==> config.mk <==
export PLATFORM = sky130hd
export DESIGN_NAME = sd_hexdump_uart
export DESIGN_NICKNAME = d
export VERILOG_FILES = /design/src/rtl/sd_debug_pkg.sv /design/src/rtl/uart_tx_byte.sv /design/src/rtl/sd_hexdump_uart.sv
export SDC_FILE = /design/constraint.sdc
export NUM_CORES = 1
export LEC_CHECK = 0
export BUFFER_PORTS_ARGS = -buffer_cell sky130_fd_sc_hd__buf_2
export CAP_MARGIN = 40
export CORE_UTILIZATION = 27
export DETAILED_ROUTE_END_ITERATION = 8
export GPL_TIMING_DRIVEN = 0
export PLACE_DENSITY = 0.52
export SYNTH_ARGS = -nofsm -noshare
export SYNTH_HDL_FRONTEND = slang
export SYNTH_SLANG_ARGS = --single-unit
==> constraint.sdc <==
create_clock -name clk -period 2.8 [get_ports clk]
set_input_delay 0.14 -clock clk [delete_from_list [all_inputs] [get_ports clk]]
set_output_delay 0.14 -clock clk [all_outputs]
set_load 0.02 [all_outputs]
==> src/rtl/sd_debug_pkg.sv <==
// Shared types and helpers for the SD debug hex monitor.
// Holds the formatter state enum, ASCII constants and hex_ascii().
package sd_debug_pkg;

    typedef enum logic [2:0] {
        ST_IDLE,
        ST_HI,
        ST_LO,
        ST_SEP,
        ST_CR,
        ST_LF
    } fmt_state_e;

    localparam logic [7:0] ASCII_SPACE = 8'h20;
    localparam logic [7:0] ASCII_CR    = 8'h0D;
    localparam logic [7:0] ASCII_LF    = 8'h0A;

    // 0-9 -> '0'-'9', A-F -> 'A'-'F' (uppercase)
    function automatic logic [7:0] hex_ascii(input logic [3:0] nib);
        logic [7:0] n8;
        n8 = {4'h0, nib};
        if (nib < 4'd10) begin
            return 8'h30 + n8;
        end
        return 8'h37 + n8;
    endfunction

endpackage

==> src/rtl/uart_tx_byte.sv <==
// 8N1 UART byte transmitter, CLKS_PER_BIT = FREQ/BAUD clocks per bit.
// Ports: clk, resetn (async low), data/start in, ready/txd out.
module uart_tx_byte #(
    parameter int FREQ = 27_000_000,
    parameter int BAUD = 115_200
) (
    input  logic       clk,
    input  logic       resetn,
    input  logic [7:0] data,
    input  logic       start,
    output logic       ready,
    output logic       txd
);

    localparam int CLKS_PER_BIT = FREQ / BAUD;
    localparam int CW = $clog2(CLKS_PER_BIT + 1);
    localparam logic [CW-1:0] CNT_LAST = CW'(CLKS_PER_BIT - 1);

    logic          active_q, active_d;
    logic [CW-1:0] cnt_q, cnt_d;
    logic [3:0]    bit_q, bit_d;
    logic [7:0]    shift_q, shift_d;
    logic          txd_q, txd_d;

    // bit_q: 0 = start, 1..8 = data, 9 = stop
    always_comb begin
        active_d = active_q;
        cnt_d    = cnt_q;
        bit_d    = bit_q;
        shift_d  = shift_q;
        txd_d    = txd_q;
        if (!active_q) begin
            if (start) begin
                active_d = 1'b1;
                cnt_d    = '0;
                bit_d    = 4'd0;
                shift_d  = data;
                txd_d    = 1'b0;
            end
        end else if (cnt_q == CNT_LAST) begin
            cnt_d = '0;
            if (bit_q == 4'd9) begin
                active_d = 1'b0;
                txd_d    = 1'b1;
            end else begin
                bit_d = bit_q + 4'd1;
                // ones shift in behind the data, so the
                // ninth output is the stop bit
                txd_d   = shift_q[0];
                shift_d = {1'b1, shift_q[7:1]};
            end
        end else begin
            cnt_d = cnt_q + CW'(1);
        end
    end

    always_ff @(posedge clk or negedge resetn) begin
        if (!resetn) begin
            active_q <= 1'b0;
            cnt_q    <= '0;
            bit_q    <= 4'd0;
            shift_q  <= 8'hFF;
            txd_q    <= 1'b1;
        end else begin
            active_q <= active_d;
            cnt_q    <= cnt_d;
            bit_q    <= bit_d;
            shift_q  <= shift_d;
            txd_q    <= txd_d;
        end
    end

    assign ready = ~active_q;
    assign txd   = txd_q;

endmodule

==> src/rtl/sd_hexdump_uart.sv <==
// SD-read debug monitor: buffers bytes in a FIFO and prints them as
// "XX " hex on a UART, CR LF every BYTES_PER_LINE bytes.
// Ports: clk, resetn (async low), din/din_valid in;
//        uart_txd, sticky overflow, fifo_level, busy out.
module sd_hexdump_uart
    import sd_debug_pkg::*;
#(
    parameter int FREQ           = 27_000_000,
    parameter int BAUD           = 115_200,
    parameter int FIFO_DEPTH     = 16,
    parameter int BYTES_PER_LINE = 16
) (
    input  logic                        clk,
    input  logic                        resetn,
    input  logic [7:0]                  din,
    input  logic                        din_valid,
    output logic                        uart_txd,
    output logic                        overflow,
    output logic [$clog2(FIFO_DEPTH):0] fifo_level,
    output logic                        busy
);

    localparam int AW  = $clog2(FIFO_DEPTH);
    localparam int LW  = AW + 1;
    localparam int NW  = $clog2(BYTES_PER_LINE + 1);
    localparam logic [LW-1:0] FULL_CNT = LW'(FIFO_DEPTH);
    localparam logic [NW-1:0] LAST_COL = NW'(BYTES_PER_LINE - 1);

    logic [7:0]    mem_q [FIFO_DEPTH];
    logic [AW-1:0] wr_ptr_q, wr_ptr_d;
    logic [AW-1:0] rd_ptr_q, rd_ptr_d;
    logic [LW-1:0] count_q, count_d;
    logic          overflow_q, overflow_d;

    fmt_state_e    state_q, state_d;
    logic [7:0]    hold_q, hold_d;
    logic [NW-1:0] line_q, line_d;

    logic          fifo_full;
    logic          fifo_empty;
    logic          fifo_push;
    logic          fifo_pop;
    logic          tx_start;
    logic          tx_ready;
    logic [7:0]    tx_data;

    assign fifo_full  = (count_q == FULL_CNT);
    assign fifo_empty = (count_q == '0);
    // a pop in the same cycle frees the slot for the write
    assign fifo_push  = din_valid & (~fifo_full | fifo_pop);

    always_comb begin
        wr_ptr_d   = wr_ptr_q;
        rd_ptr_d   = rd_ptr_q;
        count_d    = count_q;
        overflow_d = overflow_q;
        if (fifo_push) begin
            wr_ptr_d = wr_ptr_q + AW'(1);
        end
        if (fifo_pop) begin
            rd_ptr_d = rd_ptr_q + AW'(1);
        end
        if (fifo_push && !fifo_pop) begin
            count_d = count_q + LW'(1);
        end else if (!fifo_push && fifo_pop) begin
            count_d = count_q - LW'(1);
        end
        if (din_valid && !fifo_push) begin
            overflow_d = 1'b1;
        end
    end

    always_ff @(posedge clk) begin
        if (fifo_push) begin
            mem_q[wr_ptr_q] <= din;
        end
    end

    always_ff @(posedge clk or negedge resetn) begin
        if (!resetn) begin
            wr_ptr_q   <= '0;
            rd_ptr_q   <= '0;
            count_q    <= '0;
            overflow_q <= 1'b0;
        end else begin
            wr_ptr_q   <= wr_ptr_d;
            rd_ptr_q   <= rd_ptr_d;
            count_q    <= count_d;
            overflow_q <= overflow_d;
        end
    end

    // Each send state fires tx_start once the transmitter is ready and
    // moves on; the following send waits for ready to return.
    always_comb begin
        state_d  = state_q;
        hold_d   = hold_q;
        line_d   = line_q;
        fifo_pop = 1'b0;
        tx_start = 1'b0;
        tx_data  = 8'h00;
        unique case (state_q)
            ST_IDLE: begin
                if (!fifo_empty) begin
                    fifo_pop = 1'b1;
                    hold_d   = mem_q[rd_ptr_q];
                    state_d  = ST_HI;
                end
            end
            ST_HI: begin
                tx_data = hex_ascii(hold_q[7:4]);
                if (tx_ready) begin
                    tx_start = 1'b1;
                    state_d  = ST_LO;
                end
            end
            ST_LO: begin
                tx_data = hex_ascii(hold_q[3:0]);
                if (tx_ready) begin
                    tx_start = 1'b1;
                    if (line_q == LAST_COL) begin
                        state_d = ST_CR;
                    end else begin
                        state_d = ST_SEP;
                    end
                end
            end
            ST_SEP: begin
                tx_data = ASCII_SPACE;
                if (tx_ready) begin
                    tx_start = 1'b1;
                    line_d   = line_q + NW'(1);
                    state_d  = ST_IDLE;
                end
            end
            ST_CR: begin
                tx_data = ASCII_CR;
                if (tx_ready) begin
                    tx_start = 1'b1;
                    state_d  = ST_LF;
                end
            end
            ST_LF: begin
                tx_data = ASCII_LF;
                if (tx_ready) begin
                    tx_start = 1'b1;
                    line_d   = '0;
                    state_d  = ST_IDLE;
                end
            end
            default: begin
                state_d = ST_IDLE;
            end
        endcase
    end

    always_ff @(posedge clk or negedge resetn) begin
        if (!resetn) begin
            state_q <= ST_IDLE;
            hold_q  <= 8'h00;
            line_q  <= '0;
        end else begin
            state_q <= state_d;
            hold_q  <= hold_d;
            line_q  <= line_d;
        end
    end

    uart_tx_byte #(
        .FREQ (FREQ),
        .BAUD (BAUD)
    ) u_tx (
        .clk    (clk),
        .resetn (resetn),
        .data   (tx_data),
        .start  (tx_start),
        .ready  (tx_ready),
        .txd    (uart_txd)
    );

    assign overflow   = overflow_q;
    assign fifo_level = count_q;
    assign busy       = ~fifo_empty | (state_q != ST_IDLE) | ~tx_ready;

endmodule

==> run summary, run 1 <==
The run finished with clean final reports. In the finished design, the share of the clock period the worst path needs comes to 93.0%. The final net count is 610. The share of synthesized area occupied by flip-flops and latches is 64.6%.

For this run the aggregate overflow at the end of global routing stands at 0. The CTS tree is done. The switching portion of total power is 32.3%. The clock network power share is 28.9%. The worst endpoint data arrival time is 2950 ps.

The required arrival time at the worst endpoint came out at 3150 ps. The number of H-tree levels is 4. The vias per cell is 4.68.

The via count of the first global-routing pass came out at 4758. The final-report max-slew violation count was 0. After detailed routing, the average wire length per cell comes to 17.0 µm. Setup repair after global routing left no endpoint under its margin. Counting flops with an async set or reset pin after synthesis yields a share of 28.9%. The critical path is of the register to register type. The number of flip-flops and latches in the synthesized netlist is 180. The congestion estimate from routability-driven global placement came to 0.780. The die covers 30200 µm².

The horizontal die dimension is 174 µm. The initial utilization of the core area, before any placement, comes to 27.6%. The most instantiated library cell after synthesis is edfxtp_1. The filler cell count is 2828.

The critical path's slowest cell is or3_4. The net switching power is 2.61 mW. The post-layout worst setup margin is 197 ps.

The number of non-filler instances in the completed layout came out at 977. By count the netlist is led by edfxtp_1 (128), dfrtp_1 (43), o21ai_0 (36). The clock reaches the later pin of the worst-skew pair after 430 ps. The instance count after placement with tap cells included is 938. STA classifies the critical path endpoint as a register. The number of hold-slack violations in the final timing report was 0.

The count of boundary I/O pins is 19. The post-synthesis instance area came out at 7980 µm². The first routing iteration left 279 violations. The tightest min-delay check is of the input port to register type. The first global-routing pass estimated 26.8 mm of wire. The gate family responsible for the most delay along the worst path is compound AO/OA/AOI/OAI gates. CTS saw 180 sinks. The total wire length after detailed routing is 16.6 mm. The number of standard-cell rows in the floorplan came out at 62. The floorplan die height came out at 174 µm.

Of the total power, registers draw 44.3%. The internal portion of the total power is 5.47 mW. The number of maximum-capacitance constraint violations came out at 0. Across every metal layer, demand over resource in global routing totals 11.6%. The area share of the largest cell type after synthesis is 48.2%.

The number of buffers and inverters on the critical path is 4. The biggest fanout along the worst timing path came out at 10. The worst-case clock skew came out at 11.6 ps. The library cell with the largest summed area after synthesis is edfxtp_1.

The summed negative setup slack over all endpoints came out at 0 ps. The leakage power summed over all cells came out at 3.25 nW. The number of antenna-violating nets in the routed design came out at 0. After synthesis, the mean cell area works out to 15.1 µm². After synthesis, the cell types taking the most area are edfxtp_1 (48%), dfrtp_1 (13%), mux4_2 (7.9%).

The kind of start point of the critical path is a register. Timing analysis after detailed placement gives a worst setup slack of -134 ps. The worst supply voltage drop on vdd came out at 467 µV. The signal on the critical path passes through buf_6, or3_4, a21oi_4, buf_8, inv_1, ha_2, inv_2, ha_1, a21o_1, a21oi_2, mux2i_1, xnor2_1. The pre-antenna-repair detailed-routing pass consisted of 4 iterations. The final critical-path required period came out at 2600 ps. The number of nets handed over by synthesis was 557. The worst-case clock buffer depth came out at 2. Dividing total power by cell area gives a power density of 870 nW/µm². The number of buffers added by the clock tree synthesis step came out at 17. The count of buffers inserted at the top-level ports is 18. Setup violations remaining at the end of the flow were counted as 0. The part of the power in combinational logic came out at 26.9%.

The initial antenna violation count came out at 0. The highest achievable clock rate is 0.384 GHz. The worst-margin pin slew came out at 732 ps. The growth of design area from synthesis to finish came out at 16.5%. The tightest hold path in the finished design has a slack of 100 ps. The clock slew at the register clock pins of the worst setup and hold paths is 80 ps. The flip-flop cell with the highest count after synthesis is edfxtp_1. The gate count after technology mapping came out at 527. The count of antenna diodes in the layout is 0. The worst relative slew slack is 51.2%. The number of warnings reported in the yosys synthesis log is 0. The number of enable flip-flop cells after synthesis is 128. The area of the core came out at 28900 µm². Entering global routing, the biggest net connects 33 pins.

Of the cells placed in the final design, the portion with a size suffix greater than 1 is 24.1%. The placed wire-length estimate came out at 11.4 mm. The detailed router placed 4572 vias in this run. The count of different cell masters after synthesis is 55. The cell sitting at the root of the clock tree is a clkbuf_16. The minimum setup slack among reg-to-reg paths came out at 200 ps. For this run, the slowest stage of the critical path takes 420 ps.

In the routed design, unresolved DRC markers number 0.
[power groups by stage]
stage                     sequential (mW)  combinational (mW)  clock (mW)
after CTS                            3.58                2.20        2.38
after global routing                 3.63                2.41        2.48
after detailed placement             3.63                2.17           0
after global placement               3.60                2.09           0
after floorplan                      3.59                1.54           0
final                                3.58                2.17        2.33
[cell families after synthesis]
logic type / after synthesis / share of synthesized area (%)
flops: 180 / 64.6
fa+ha+maj: 19 / 3.07
buf+inv: 49 / 3.56
simple gates: 109 / 7.44
xor+xnor: 13 / 1.43
mux: 45 / 11.0
compound gates: 112 / 8.83
[state kept, by name, indices dropped and copies added, names as in the netlist]
name,flops
mem_q,128
rd_ptr_q,4
u_tx.bit_q,4
hold_q,8
overflow,1
u_tx.cnt_q,8
u_tx.active_q,1
u_tx.shift_q,8
state_q,3
line_q,5
u_tx.txd,1
fifo_level,5
wr_ptr_q,4
[layout by cell type, fill, tap and decap left out, types with 4 or more instances in the layout]
| cell type | count |
|---|---|
| dfrtp_1 | 43 |
| mux4_2 | 28 |
| ha_1 | 17 |
| nor2b_1 | 8 |
| dfstp_2 | 9 |
| buf_4 | 15 |
| and2_1 | 9 |
| a221o_1 | 5 |
| buf_6 | 4 |
| inv_8 | 5 |
| a21oi_1 | 27 |
| a22o_1 | 4 |
| nor3_1 | 7 |
| inv_1 | 25 |
| nand2b_1 | 5 |
| clkbuf_8 | 4 |
| mux4_1 | 4 |
| nand3_1 | 4 |
| mux2_2 | 11 |
| xnor2_1 | 11 |
| nor3_2 | 4 |
| buf_2 | 20 |
| a22oi_1 | 4 |
| nand4_1 | 5 |
| o22ai_1 | 16 |
| nand2_1 | 33 |
| o21ai_0 | 36 |
| clkbuf_16 | 17 |
| nor2_1 | 20 |
| clkbuf_1 | 8 |
| edfxtp_1 | 128 |
[area by class of cell]
class / instances / area, µm² / share of cell area (%)
timing repair buffer: 34 / 228 / 2.45
clock buffer: 17 / 425 / 4.58
tap: 384 / 480 / 5.17
buffer: 23 / 188 / 2.02
multi-input combinational: 298 / 2560 / 27.6
clock inverter: 15 / 158 / 1.70
inverter: 26 / 97.6 / 1.05
sequential: 180 / 5160 / 55.5
[metal layers]
metal / up-vias / track usage, % / part of all wire, %
li1: 2136 / - / -
met1: 2344 / 14.8 / 46
met2: 79 / 19.8 / 51
met3: 13 / 2.92 / 3.0
met4: 0 / 2.45 / 0.70
met5: - / 0 / 0
[per-stage QoR]
stage                     cell area [µm²]  utilization, %  power [mW]
final                                9300            32.2        8.09
after global routing                 9300            32.2        8.52
after CTS                            9280            32.2        8.16
after detailed placement             8650            30.0        5.80
after global placement               8550            29.6        5.69
after floorplan                      7980               -        5.12
[worst register-to-register path, cell delays in order (launching register included)]
cell and delay, ps:
dfrtp_1 380, buf_6 140, or3_4 420, a21oi_4 190, buf_8 160, inv_1 50
ha_2 190, inv_2 60, ha_1 230, a21o_1 190, a21oi_2 140, mux2i_1 230
xnor2_1 140
[final timing paths]
check / startpoint / endpoint / cells past startpoint
max in group asynchronous: resetn / hold_q[3] / 3
max: state_q[1] / fifo_level[4] / 12
min in group asynchronous: resetn / u_tx.active_q / 2
max reg2reg: state_q[1] / fifo_level[4] / 12
min: din[0] / mem_q[14][0] / 1
min reg2reg: overflow / overflow / 1
[timing repair]
item | in CTS | in global routing
gates resized for setup | 1 | 3
cloned | 0 | 0
buffers inserted | 4 | 1
pin swaps | 2 | 0
endpoints found under the hold margin | 12 | 0
endpoints found under the setup margin | 1 | 1
hold buffers | 2 | 0
(Power assumes the default switching activity.)
==> run 2, diff against run 1 <==
--- a/config.mk
+++ b/config.mk
@@ -10,7 +10,7 @@
 export CORE_UTILIZATION = 27
 export DETAILED_ROUTE_END_ITERATION = 8
 export GPL_TIMING_DRIVEN = 0
-export PLACE_DENSITY = 0.52
+export PLACE_DENSITY = 0.51
 export SYNTH_ARGS = -nofsm -noshare
 export SYNTH_HDL_FRONTEND = slang
 export SYNTH_SLANG_ARGS = --single-unit
==> constraint.sdc (replaced) <==
create_clock -name clk -period 2.4 [get_ports clk]
set_input_delay 0.12 -clock clk [delete_from_list [all_inputs] [get_ports clk]]
set_output_delay 0.12 -clock clk [all_outputs]
set_load 0.02 [all_outputs]
==> run summary, run 2 (synthesized netlist as in run 1, its figures left out) <==
The floorplan die height is 174 µm (unchanged). The run finished with clean final reports. The global router's overall resource usage was 11.6% (+0.048 points). The share of post-route cells with drive strength above 1 is 26.3% (+2.2 points). The final net count was 613 (+0.49%).

The number of buffers added by the clock tree synthesis step is 17 (unchanged). The register with the most flip-flops is mem_q. The period utilization is 99.9% (+7.0 points). The highest achievable clock rate is 0.417 GHz (+8.5%). The effective utilization at floorplan came out at 27.6% (unchanged). The detailed router's first-iteration violation count is 287 (+2.9%). The total number of clock tree sinks is 180 (unchanged). The routability congestion estimate is 0.776 (-0.53%). The power per standard cell area was 1020 nW/µm² (+17%). STA classifies the critical path startpoint as a register. The critical path starts at state_q[1]. The number of flip-flops under the largest register name was 128 (unchanged). The post-route DRC violation count is 0 (unchanged).

The detailed-routing iteration count for the pre-antenna-repair pass came to 5 (+1). The final critical-path required period came out at 2400 ps (-204 ps). The wire length of the first global-routing pass is 26.7 mm (-0.23%). The clock insertion delay at the later pin of the skew report came out at 440 ps (about the same). The vias per cell was 4.65 (-0.61%).

The number of standard-cell rows in the floorplan is 62 (unchanged). The leakage power summed over all cells came to 3.28 nW (+1.1%). The worst-case clock skew came out at 20.7 ps (+9.08 ps). The post-route total power is 9.61 mW (+19%). The detailed-route via count is 4558 (-0.31%). The placed wire-length estimate is 11.2 mm (-1.5%).

The required arrival time at the worst endpoint came out at 2760 ps (-390 ps). The clock slew at the register clock pins of the worst setup and hold paths was 80 ps (about the same). The horizontal die dimension is 174 µm (unchanged). The worst endpoint data arrival time came out at 2760 ps (-190 ps).

The setup path with the least slack is of type register to register. The count of antenna diodes in the layout is 0 (unchanged). The count of boundary I/O pins came out at 19 (unchanged). The worst-margin pin slew was 723 ps (-9.47 ps).

The number of maximum-capacitance constraint violations is 0 (unchanged). The full die area came to 30200 µm² (unchanged). The via count of the first global-routing pass came out at 4721 (-0.78%). The final design utilization came out at 32.6% (+0.42 points).

The number of antenna-violating nets in the routed design came out at 0 (unchanged). TritonCTS built the clock tree. The total global routing overflow is 0 (unchanged). The total wire length after detailed routing came out at 16.8 mm (+0.78%).

The post-layout worst setup margin was 1.39 ps (-196 ps). The maximum number of pins on one net before global-route repair came out at 36 (+9.1%). The wire length per cell after detailed routing is 17.1 µm (+0.47%). The launch instance of the worst min-delay path is din[6].

The worst relative slew slack came to 51.8% (+0.63 points). The minimum setup slack among reg-to-reg paths came out at 1 ps (-200 ps). The biggest fanout along the worst timing path is 6 (-4). In this run the critical register-to-register path is launched from state_q[1]. The leading cell type in the layout, fill and taps excluded is edfxtp_1. The kind of end point of the critical path is a register. The clock root buffer is clkbuf_16. Setup repair after global routing could not meet its margin everywhere. From synthesis to final layout, the design area changed by 18.1%. The area of the core came out at 28900 µm² (unchanged). The min-delay analysis places its worst path in the category input port to register.

The number of H-tree levels is 4 (unchanged). The worst-case clock buffer depth came out at 2 (unchanged). The setup-violating endpoint count in the final report came out at 0 (unchanged). The summed negative setup slack over all endpoints is 0 ps (unchanged). The library cells used most frequently in the layout, excluding fill and tap cells, are edfxtp_1 (128), dfrtp_1 (40), o21ai_0 (34). The number of hold-slack violations in the final timing report came out at 0 (unchanged). The count of buffers inserted at the top-level ports came out at 18 (unchanged). The worst supply voltage drop on vdd came out at 450 µV (-3.7%). The worst setup slack after placement came to -393 ps (-259 ps).

The final-report max-slew violation count is 0 (unchanged). The initial antenna violation count is 0 (unchanged).
run 2: changes by cell type in the layout (fill, tap and decap cells not counted), moves of 3 or more:
cell | previous run | this run
nor2_1 | 20 | 16
dfrtp_2 | 0 | 3
nor2_2 | 0 | 4
nor3_2 | 4 | 0
nor3_4 | 0 | 4
dfrtp_1 | 43 | 40
run 2: cell type report:
| class | count | area, µm² |
|---|---|---|
| plain buffers | 22 | 175 |
| clock buffers | 17 | 425 |
| clock inverters | 15 | 179 |
| fillers | 2853 | 19400 |
| inverters | 26 | 103 |
| multi-input cells | 298 | 2630 |
| flip-flops and latches | 180 | 5160 |
| well taps | 384 | 480 |
| repair buffers | 38 | 265 |
run 2: per-stage QoR:
stage	instance area (µm²)	hold slack, ps	instances
2_1_floorplan	8010	-176	527
3_3_place_gp	8580	404	929
3_5_place_dp	8630	93.2	933
4_1_cts	9360	69.7	976
5_1_grt	9420	77.1	980
6_report	9420	80.3	980
run 2: worst max-delay path, stage by stage (launching register included):
cell     delay [ps]
dfrtp_1         410
or3_4           440
a31oi_4         230
buf_12          150
ha_4            160
inv_4            60
ha_4            210
a21o_1          180
a21oi_2         130
mux2i_1         230
xnor2_1         130
run 2: power breakdown:
group / internal, mW / switching [mW]
Clock: 1.41 / 1.37
Sequential: 3.80 / 0.367
Combinational: 1.25 / 1.41
run 2: path summary, 6_finish.rpt:
check,end,cells past startpoint
worst max-delay path,fifo_level[4],10
max in group asynchronous,u_tx.shift_q[0],3
worst min register to register,overflow,1
worst min-delay path,mem_q[15][6],1
worst max register to register,fifo_level[4],10
min in group asynchronous,u_tx.cnt_q[6],2
run 2: repair_timing:
| action | in CTS | in global routing |
|---|---|---|
| resized for setup | 9 | 8 |
| buffers inserted | 9 | 5 |
| hold buffers | 2 | 0 |
| hold endpoints to repair | 18 | 0 |
| setup endpoints to repair | 131 | 12 |
| pin swaps | 5 | 7 |
run 2: metal layers:
metal  GRT usage, %  share of wire [%]  up-vias
met1           15.6                 46     2325
met2           19.0                 49       87
met3           2.30                3.5       11
met5              0                  0        -
met4           3.36                1.1        0
li1               -                  -     2135
